[config.mk]
export PLATFORM = sky130hd
export DESIGN_NAME = escritor_framebuffer
export DESIGN_NICKNAME = d
export VERILOG_FILES = /design/src/rtl/fb_pkg.sv /design/src/rtl/fifo_palabras.sv /design/src/rtl/escritor_framebuffer.sv
export SDC_FILE = /design/constraint.sdc
export NUM_CORES = 1
export LEC_CHECK = 0
export ABC_CLOCK_PERIOD_IN_PS = 3370
export CORE_ASPECT_RATIO = 1.5
export CORE_MARGIN = 10
export CORE_UTILIZATION = 50
export DETAILED_ROUTE_END_ITERATION = 8
export HOLD_SLACK_MARGIN = 0.1
export PLACE_DENSITY = 0.71
export SLEW_MARGIN = 20
export SYNTH_ARGS = -nofsm -noshare
export SYNTH_HDL_FRONTEND = slang
export SYNTH_SLANG_ARGS = --single-unit
[constraint.sdc]
create_clock -name clk -period 3.37 [get_ports clk]
set_input_delay 0.674 -clock clk [delete_from_list [all_inputs] [get_ports clk]]
set_output_delay 0.674 -clock clk [all_outputs]
set_load 0.05 [all_outputs]
[src/rtl/fb_pkg.sv]
// Shared types and helpers for the framebuffer writer.
// Holds the FSM state type, the pixels-per-word constant and the gray-to-RGB helper.
package fb_pkg;

  // Writer control states.
  typedef enum logic [1:0] {
    IDLE = 2'd0,
    RUN  = 2'd1,
    FIN  = 2'd2
  } fb_estado_t;

  // Each 32-bit input word carries four 8-bit grayscale pixels.
  localparam int PIX_POR_PALABRA = 4;

  // Expand one grayscale byte into a 24-bit {R,G,B} value with equal channels.
  function automatic logic [23:0] gris_a_rgb(input logic [7:0] gris);
    return {gris, gris, gris};
  endfunction

endpackage

[src/rtl/fifo_palabras.sv]
// Synchronous word FIFO between the processor interface and the unpacker.
// Push and pop may occur together even when full: the pop frees the slot
// that the push then fills. Pop on empty is ignored.
module fifo_palabras #(
  parameter int WIDTH = 32,
  parameter int DEPTH = 4
) (
  input  logic             clk,
  input  logic             reset,
  input  logic             i_push,
  input  logic [WIDTH-1:0] i_data,
  input  logic             i_pop,
  output logic [WIDTH-1:0] o_data,
  output logic             o_full,
  output logic             o_empty
);

  localparam int PTR_W = (DEPTH > 1) ? $clog2(DEPTH) : 1;

  logic [WIDTH-1:0] r_mem [DEPTH];
  // Pointers carry one extra wrap bit to tell full from empty.
  logic [PTR_W:0]   r_wr_ptr;
  logic [PTR_W:0]   r_rd_ptr;
  logic             w_push_ok;
  logic             w_pop_ok;

  assign w_pop_ok  = i_pop && !o_empty;
  assign w_push_ok = i_push && (!o_full || w_pop_ok);

  assign o_empty = (r_wr_ptr == r_rd_ptr);
  assign o_full  = (r_wr_ptr[PTR_W] != r_rd_ptr[PTR_W]) &&
                   (r_wr_ptr[PTR_W-1:0] == r_rd_ptr[PTR_W-1:0]);
  assign o_data  = r_mem[r_rd_ptr[PTR_W-1:0]];

  // Storage write.
  // NOTE: the data array has no reset; the pointers alone define which entries are valid,
  // and leaving it unreset lets it map onto plain RAM/register-file cells.
  always_ff @(posedge clk) begin
    if (w_push_ok) begin
      r_mem[r_wr_ptr[PTR_W-1:0]] <= i_data;
    end
  end

  // Write and read pointer advance.
  // NOTE: sequential state uses non-blocking assignments so every flop samples
  // the pre-edge values, independent of statement order.
  always_ff @(posedge clk or negedge reset) begin
    if (!reset) begin
      r_wr_ptr <= '0;
      r_rd_ptr <= '0;
    end else begin
      if (w_push_ok) r_wr_ptr <= r_wr_ptr + 1'b1;
      if (w_pop_ok)  r_rd_ptr <= r_rd_ptr + 1'b1;
    end
  end

endmodule

[src/rtl/escritor_framebuffer.sv]
// Framebuffer writer: drains 32-bit grayscale words (4 pixels each, byte 0 first),
// expands every byte to a gray RGB pixel and writes it to video RAM at a linear
// address 0..FRAME_PIXELS-1, then pulses frame_done.
// Optional build macro FB_VBLANK_GATE_EN adds a vblank input; pixels (and unpacker
// loads) only proceed while vblank=1, so the FIFO fills up and back-pressures.
module escritor_framebuffer
  import fb_pkg::*;
#(
  parameter int ADDR_W       = 18,
  parameter int FRAME_PIXELS = 65536,
  parameter int FIFO_DEPTH   = 4
) (
  input  logic              clk,
  input  logic              reset,
  input  logic              start,
  input  logic [31:0]       in_data,
  input  logic              in_valid,
`ifdef FB_VBLANK_GATE_EN
  input  logic              vblank,
`endif
  output logic              in_ready,
  output logic              wr_en,
  output logic [ADDR_W-1:0] wr_addr,
  output logic [23:0]       wr_data,
  output logic              busy,
  output logic              frame_done
);

  localparam int                PALABRAS  = FRAME_PIXELS / PIX_POR_PALABRA;
  localparam int                WCNT_W    = $clog2(PALABRAS + 1);
  localparam logic [WCNT_W-1:0] WORD_LIM  = WCNT_W'(PALABRAS);
  localparam logic [ADDR_W-1:0] LAST_ADDR = ADDR_W'(FRAME_PIXELS - 1);

  // Control state.
  fb_estado_t          r_estado;
  logic [WCNT_W-1:0]   r_words_acc;
  logic [ADDR_W-1:0]   r_pix_cnt;
  logic                r_ultimo;

  // Unpacker state.
  logic                r_unp_valid;
  logic [31:0]         r_unp_word;
  logic [1:0]          r_byte_idx;

  // Internal nets.
  logic                w_run;
  logic                w_gate;
  logic                w_room;
  logic                w_push;
  logic                w_pop;
  logic                w_emit;
  logic                w_unp_free;
  logic                w_last_pix;
  logic                w_fifo_full;
  logic                w_fifo_empty;
  logic [31:0]         w_fifo_data;
  logic [7:0]          w_byte;

`ifdef FB_VBLANK_GATE_EN
  // Outside vblank the pixel path freezes the same cycle vblank falls.
  assign w_gate = vblank;
`else
  assign w_gate = 1'b1;
`endif

  assign w_run  = (r_estado == RUN);
  assign w_room = (r_words_acc < WORD_LIM);

  // Input handshake: only in RUN, only with FIFO space, never past the frame's word count.
  assign in_ready = w_run && !w_fifo_full && w_room;
  assign w_push   = in_valid && in_ready;

  // A pixel leaves the unpacker whenever it holds a word and the gate is open.
  assign w_emit     = w_run && w_gate && r_unp_valid;
  assign w_last_pix = w_emit && (r_pix_cnt == LAST_ADDR);

  // The unpacker can take a new word when empty, or on the cycle its last byte leaves,
  // which keeps a steady stream at one pixel per clock.
  assign w_unp_free = !r_unp_valid || (w_emit && (r_byte_idx == 2'd3));
  assign w_pop      = w_run && w_gate && w_unp_free && !w_fifo_empty;

  assign w_byte = r_unp_word[{r_byte_idx, 3'b000} +: 8];

  assign busy       = (r_estado == RUN);
  assign frame_done = (r_estado == FIN);

  fifo_palabras #(
    .WIDTH (32),
    .DEPTH (FIFO_DEPTH)
  ) u_fifo (
    .clk     (clk),
    .reset   (reset),
    .i_push  (w_push),
    .i_data  (in_data),
    .i_pop   (w_pop),
    .o_data  (w_fifo_data),
    .o_full  (w_fifo_full),
    .o_empty (w_fifo_empty)
  );

  // Frame FSM: IDLE waits for start, RUN moves pixels, FIN is the one-cycle done pulse.
  // FIN is entered the cycle after the final write strobe, so frame_done trails it by one.
  always_ff @(posedge clk or negedge reset) begin
    if (!reset) begin
      r_estado <= IDLE;
      r_ultimo <= 1'b0;
    end else begin
      case (r_estado)
        IDLE: begin
          r_ultimo <= 1'b0;
          if (start) r_estado <= RUN;
        end
        RUN: begin
          r_ultimo <= w_last_pix;
          if (r_ultimo) r_estado <= FIN;
        end
        FIN: begin
          r_ultimo <= 1'b0;
          r_estado <= IDLE;
        end
        default: begin
          r_ultimo <= 1'b0;
          r_estado <= IDLE;
        end
      endcase
    end
  end

  // Accepted-word counter: cleared on frame start, bounds how many words a frame takes.
  always_ff @(posedge clk or negedge reset) begin
    if (!reset) begin
      r_words_acc <= '0;
    end else if ((r_estado == IDLE) && start) begin
      r_words_acc <= '0;
    end else if (w_push) begin
      r_words_acc <= r_words_acc + 1'b1;
    end
  end

  // Pixel address counter: advances per emitted pixel and wraps after the last address.
  always_ff @(posedge clk or negedge reset) begin
    if (!reset) begin
      r_pix_cnt <= '0;
    end else if ((r_estado == IDLE) && start) begin
      r_pix_cnt <= '0;
    end else if (w_emit) begin
      r_pix_cnt <= w_last_pix ? '0 : r_pix_cnt + 1'b1;
    end
  end

  // Unpacker: load a word from the FIFO head, then step through bytes 0..3.
  always_ff @(posedge clk or negedge reset) begin
    if (!reset) begin
      r_unp_valid <= 1'b0;
      r_unp_word  <= '0;
      r_byte_idx  <= '0;
    end else if (w_pop) begin
      r_unp_valid <= 1'b1;
      r_unp_word  <= w_fifo_data;
      r_byte_idx  <= '0;
    end else if (w_emit) begin
      if (r_byte_idx == 2'd3) r_unp_valid <= 1'b0;
      r_byte_idx <= r_byte_idx + 1'b1;
    end
  end

  // Registered video RAM write port, one cycle behind the byte selection.
  always_ff @(posedge clk or negedge reset) begin
    if (!reset) begin
      wr_en   <= 1'b0;
      wr_addr <= '0;
      wr_data <= '0;
    end else begin
      wr_en <= w_emit;
      if (w_emit) begin
        wr_addr <= r_pix_cnt;
        wr_data <= gris_a_rgb(w_byte);
      end
    end
  end

endmodule

Yosys cells after proc, flatten, opt, wreduce, memory -nomap -nowiden:

Memory sizes are Yosys's and may differ from the RTL's. A register that Yosys moved wholly into a read port is not among the register bits.
Cells that the tools add are included.

* $add $sub $neg: 5
* $lt $le $gt $ge: 1
* equal/unequal tests: 9
* shift operators: 1
* muxes and demuxes: 16
* reductions and logical operators: 25

Operators by type and width (count)
* 18-bit two-way mux: 3
* 32-bit by 6-bit indexed part select with 8-bit output: 1
* 15-bit two-way mux: 2
* 18-bit by 1-bit adder with 18-bit output (second input constant): 1
* 18-bit by 16-bit == test with 1-bit output (second input constant): 1
* 15-bit by 1-bit adder with 15-bit output (second input constant): 1
* 15-bit < comparator (second input constant): 1
* 1-bit logical AND: 12
* 2-bit two-way mux: 4
* 2-bit nonzero test: 4
* 3-bit by 1-bit adder with 3-bit output (second input constant): 2
* 1-bit two-way mux: 6
* 2-bit == test (second input constant): 2
* 1-bit logical NOT: 4
* 2-bit inequality test (second input constant): 2
* 2-bit one-hot mux with 2 select lines: 1
* 2-bit AND reduction: 2
* 3-bit == test: 1
* 2-bit by 1-bit adder with 2-bit output (second input constant): 1
* 2-bit by 1-bit == test with 1-bit output (second input constant): 1
* 2-bit == test: 1
* 2-bit logical NOT: 1
* 1-bit logical OR: 2
* 1-bit inequality test: 1

* register bits: 88
* RAM bits: 128
* output and inout bits: 46
* memories kept: 1

Memories
* u_fifo.r_mem: words 4, width 32, read ports 1, clocked after Yosys merged registers in 1, write ports 1, line fifo_palabras.sv:20 `logic [WIDTH-1:0] r_mem [DEPTH];`

Longest topological paths before layout:

* depth in word-level cells: 11
* mapped depth: 7
* depth with buffers taken out: 5

Cells and area by module:

From an unflattened synthesis, not the netlist that was laid out.

* cells, all modules: 626
* area total of the unflattened synthesis: 9504.1 sq um

By module, submodules not included
* fifo_palabras: times used 1, cells an instance 215, area an instance 5069.9 sq um, seq. area each 3993.8 sq um
* escritor_framebuffer: times used 1, cells an instance 411, area an instance 4434.3 sq um, seq. area each 2452.4 sq um

Least setup slack after synthesis:

OpenSTA, ideal clock, no wires.

* path type: register to register
* from: register r_estado[1]
* to: memory u_fifo.r_mem[0][0], enable pin
* setup time: 0.392 ns
* arrival: 2.129 ns
* data required time: 2.978 ns
* setup slack: 0.849 ns
* cell stages (with the launch flop): 5
* clock period less this slack: 2.521 ns
* cell sequence: dfrtp_1 > or3b_1 > a311oi_1 > buf_2 > and2_1

* word-level cells in the longest chain between the ends: 11

RTL lines
* from (decl): line escritor_framebuffer.sv:35 `fb_estado_t r_estado;`
* from (signal assigned): line escritor_framebuffer.sv:105 `r_estado <= IDLE;`
* from (signal assigned): line escritor_framebuffer.sv:111 `if (start) r_estado <= RUN;`
* from (signal assigned): line escritor_framebuffer.sv:115 `if (r_ultimo) r_estado <= FIN;`
* 2-bit by 1-bit == test with 1-bit output (*): line escritor_framebuffer.sv:66 `assign w_run = (r_estado == RUN);`
* 1-bit logical AND: line escritor_framebuffer.sv:74 `assign w_emit = w_run && w_gate && r_unp_valid;`
* 1-bit logical AND: line escritor_framebuffer.sv:79 `assign w_unp_free = !r_unp_valid || (w_emit && (r_byte_idx == 2'd3));`
* 1-bit logical OR: line escritor_framebuffer.sv:79
* 1-bit logical AND (2 in a row): line escritor_framebuffer.sv:80 `assign w_pop = w_run && w_gate && w_unp_free && !w_fifo_empty;`
* 1-bit logical AND: line fifo_palabras.sv:27 `assign w_pop_ok = i_pop && !o_empty;`
* 1-bit logical OR: line fifo_palabras.sv:28 `assign w_push_ok = i_push && (!o_full || w_pop_ok);`
* 1-bit logical AND (*): line fifo_palabras.sv:28
* 1-bit two-way mux (*): line fifo_palabras.sv:39 `if (w_push_ok) begin`
* 1-bit two-way mux (implied by the code) (*): line fifo_palabras.sv:40 `r_mem[r_wr_ptr[PTR_W-1:0]] <= i_data;`
* to (decl): line fifo_palabras.sv:20

Every way passes the cells marked *; elsewhere a longest branch is shown, timed or not.

Worst setup path after layout:

* from: register r_estado[1]
* to: output busy

* word-level cells in the longest chain between the ends: 1

RTL lines
* 2-bit by 1-bit == test with 1-bit output: line escritor_framebuffer.sv:84 `assign busy = (r_estado == RUN);`
* to (decl): line escritor_framebuffer.sv:25 `output logic busy,`

Every way passes these cells.

==> run metrics <==
status=complete, no violations; Setup TNS=0 ns; Slew Viols, Final=0; Distinct cells, synth=48; Leakage=4.217 nW; Critical Path Sink Type=output pin; via count of the first global-routing pass=5,800; Final setup viols=0; Clock Sink Count=between 200 and 250; TritonRoute pass-1 iters=4; final WL=18.84 mm; WL per Instance=19.48 um; M3 GR Usage=3.115%; area of the multi-input gates=2783 sq um; vias per inst=roughly 5.6; sequential area share after synthesis=67.86%; met1 track demand over resource=16.94%; largest net degree at the start of global routing=56; Cell Chain, Critical Path=nand2b_1 -> inv_1 -> clkdlybuf4s50_1; CP Max Fanout=6; CTS buffer count=22; Hold Fails Final Rpt=0; Synth area leaders=edfxtp_1 (40%), dfrtp_1 (27%), mux4_2 (9.5%); global placement routability congestion=0.8782; H-tree Lvls=1; synth cell count leaders=edfxtp_1 (128), dfrtp_1 (104), nand2_1 (101), mux4_2 (40), mux2_2 (32); Synth Area per Inst=15.20 sq um; drt drc=0; Period Utilization, post-route=82.82%; Die Y=188.8 um; Die W=between 100 and 150 um; Diodes inserted=0; Critical Path AT=2.12 ns; clk buf depth=3; die area=about 25,000 sq um; Root Driver=clkbuf_16; Post-synth top flop=edfxtp_1; port bufs=81; Register Area=6447 sq um; Post-synth ARST share=roughly 45%; CTS Hold Bufs=0; Cells after Synth=625; EDFF count, synth=128; Critical-path top delay cell=clkdlybuf4s50_1; Cell Rows=61; CTS resizes=0; Layout area overhead=18.99%; CTS clk-pin slew, worst paths=0.06 ns; utilization after layout=between 60 and 70%; delay-heaviest family, CP=buffers and inverters; WP data required=2.70 ns; setup bufs post-CTS=0; vias=~5,400; hold crit path type=input pin to asynchronous set/reset pin; Initial Util=roughly half; Max VDD drop=roughly 0.55 mV; Final Skew=0.006295 ns; Total Power=11.29 mW; CTS tree=built; synthesized area=9499 sq um; RSZ-0062 raised after global routing=false; first-pass GRT wire length=between 30 and 40 mm; most common cell in the synthesized netlist=edfxtp_1; Net Count, Synth=roughly 670; area leader, netlist=edfxtp_1; YS warnings=0; Clock Latency Late Sink=0.49 ns; overall global routing resource usage=around 15%; startpoint type of the worst setup path=register; #FFs+latches synth=232; GR peak layer=met2; Iter 0 DRT Violations=about 560; antenna violations before repair=0; # Max-Cap Violations=0; HPWL after DPL=12.52 mm; met2 Usage GRT=27.92%; Pwr Density=998.4 nW/um^2; Filler cells=1,462; Yosys top cell area share=between 40% and 50%; pin slew with the least headroom to its limit=0.7046 ns; # IOs=82; Slew HR=between 50% and 60%; GR Overflow Total=0; nets=743; DRT antenna net count=0; share of cells above drive strength 1=18.18%; Largest stage delay, worst path=a little over 0.8 ns; core area=18,620 sq um; worst path buffer plus inverter count=2; crit path time final=2.791 ns; fmax=358.3 MHz; Worst Setup Path Type=register to output pin
-- registers in the layout, indices dropped and copies added (netlist names) --
signal and count:
r_pix_cnt 18, r_ultimo 1, wr_addr 18, r_byte_idx 2
wr_en 1, u_fifo.r_mem 128, wr_data 8, r_estado 2
u_fifo.r_rd_ptr 3, r_unp_valid 1, r_unp_word 32, r_words_acc 15
u_fifo.r_wr_ptr 3
-- layout make-up --
| cell class | count | area share, % |
|---|---|---|
| sequential | 232 | 57.04 |
| multi-input combinational | 339 | 24.62 |
| timing repair buffer | 95 | 8.280 |
| clock buffer | 30 | 5.778 |
| tap | 252 | 2.789 |
| clock inverter | 10 | 1.195 |
| inverter | 9 | 0.2989 |
-- per-layer routing --
metal	share of wire (%)	up-vias	routed length [um]
li1	-	2467	-
met1	38	2780	7171
met2	56	133	10470
met3	4.8	18	908
met4	1.6	0	295
met5	0	-	0
-- where the power goes --
group / switching, mW / internal, mW
clock: 1.01 / 1.60
sequential: 0.533 / 3.93
combinational: 2.45 / 1.76
total: 4.00 / 7.29
-- metrics by stage --
stage	hold slack, ns	setup slack (ns)	std cells	instance area (sq um)
final	0.2245	0.5791	967	11300
after global routing	0.2762	0.4601	967	11300
after CTS	0.2452	0.5563	967	11300
after detailed placement	0.4623	0.6740	927	10520
after global placement	0.4552	0.7768	927	10520
after floorplan	0.3784	0.8487	625	9499
-- worst reg2reg max path: stages, from the launching register on --
cell and delay [ns]:
dfrtp_1 0.43, or3b_1 0.47, a311oi_1 0.31, buf_4 0.23
and2_1 0.17, buf_4 0.44
-- placed cells by master, fill, tap and decap left out, types with 4 or more instances in the layout --
cell type and instances:
inv_1 9, or4_1 7, and3_1 6, and2_1 7, mux4_2 40, a21oi_1 15
clkdlybuf4s50_1 79, o21ai_0 23, xnor2_1 9, xor2_1 7, mux2_2 32, edfxtp_1 128
nand2_1 101, or3_1 6, nand4_1 8, nand3_1 12, buf_4 14, dfrtp_1 103
nor2_1 13, ha_1 8, clkinv_2 4, o31ai_1 5, clkbuf_16 24, a311oi_1 5
a31oi_1 4, and4_1 4
-- final timing paths --
check / startpoint / end / slack (ns) / cells after the start
setup / recovery: r_estado[1] / busy / 0.58 / 3
max in group asynchronous: reset / wr_data[20] / 2.44 / 2
hold reg to reg: r_ultimo / r_estado[0] / 0.46 / 1
hold / removal: reset / r_words_acc[11] / 0.22 / 1
setup reg to reg: r_estado[1] / u_fifo.r_mem[0][24] / 0.95 / 5
min in group clk: r_ultimo / r_estado[0] / 0.46 / 1
-- cell families (layout without fill, tap and decap cells) --
family | Yosys count | count (layout) | synth area share, %
adder cells (fa/ha/maj) | 8 | 8 | 1.054
AO/OA/AOI/OAI | 64 | 64 | 4.360
AND/OR/NAND/NOR | 176 | 176 | 8.746
multiplexers | 75 | 75 | 13.61
flip-flops | 232 | 232 | 67.86
XOR/XNOR | 16 | 16 | 1.475
buffers and inverters | 54 | 144 | 2.898
No activity file was read; power rests on OpenSTA's default activity.
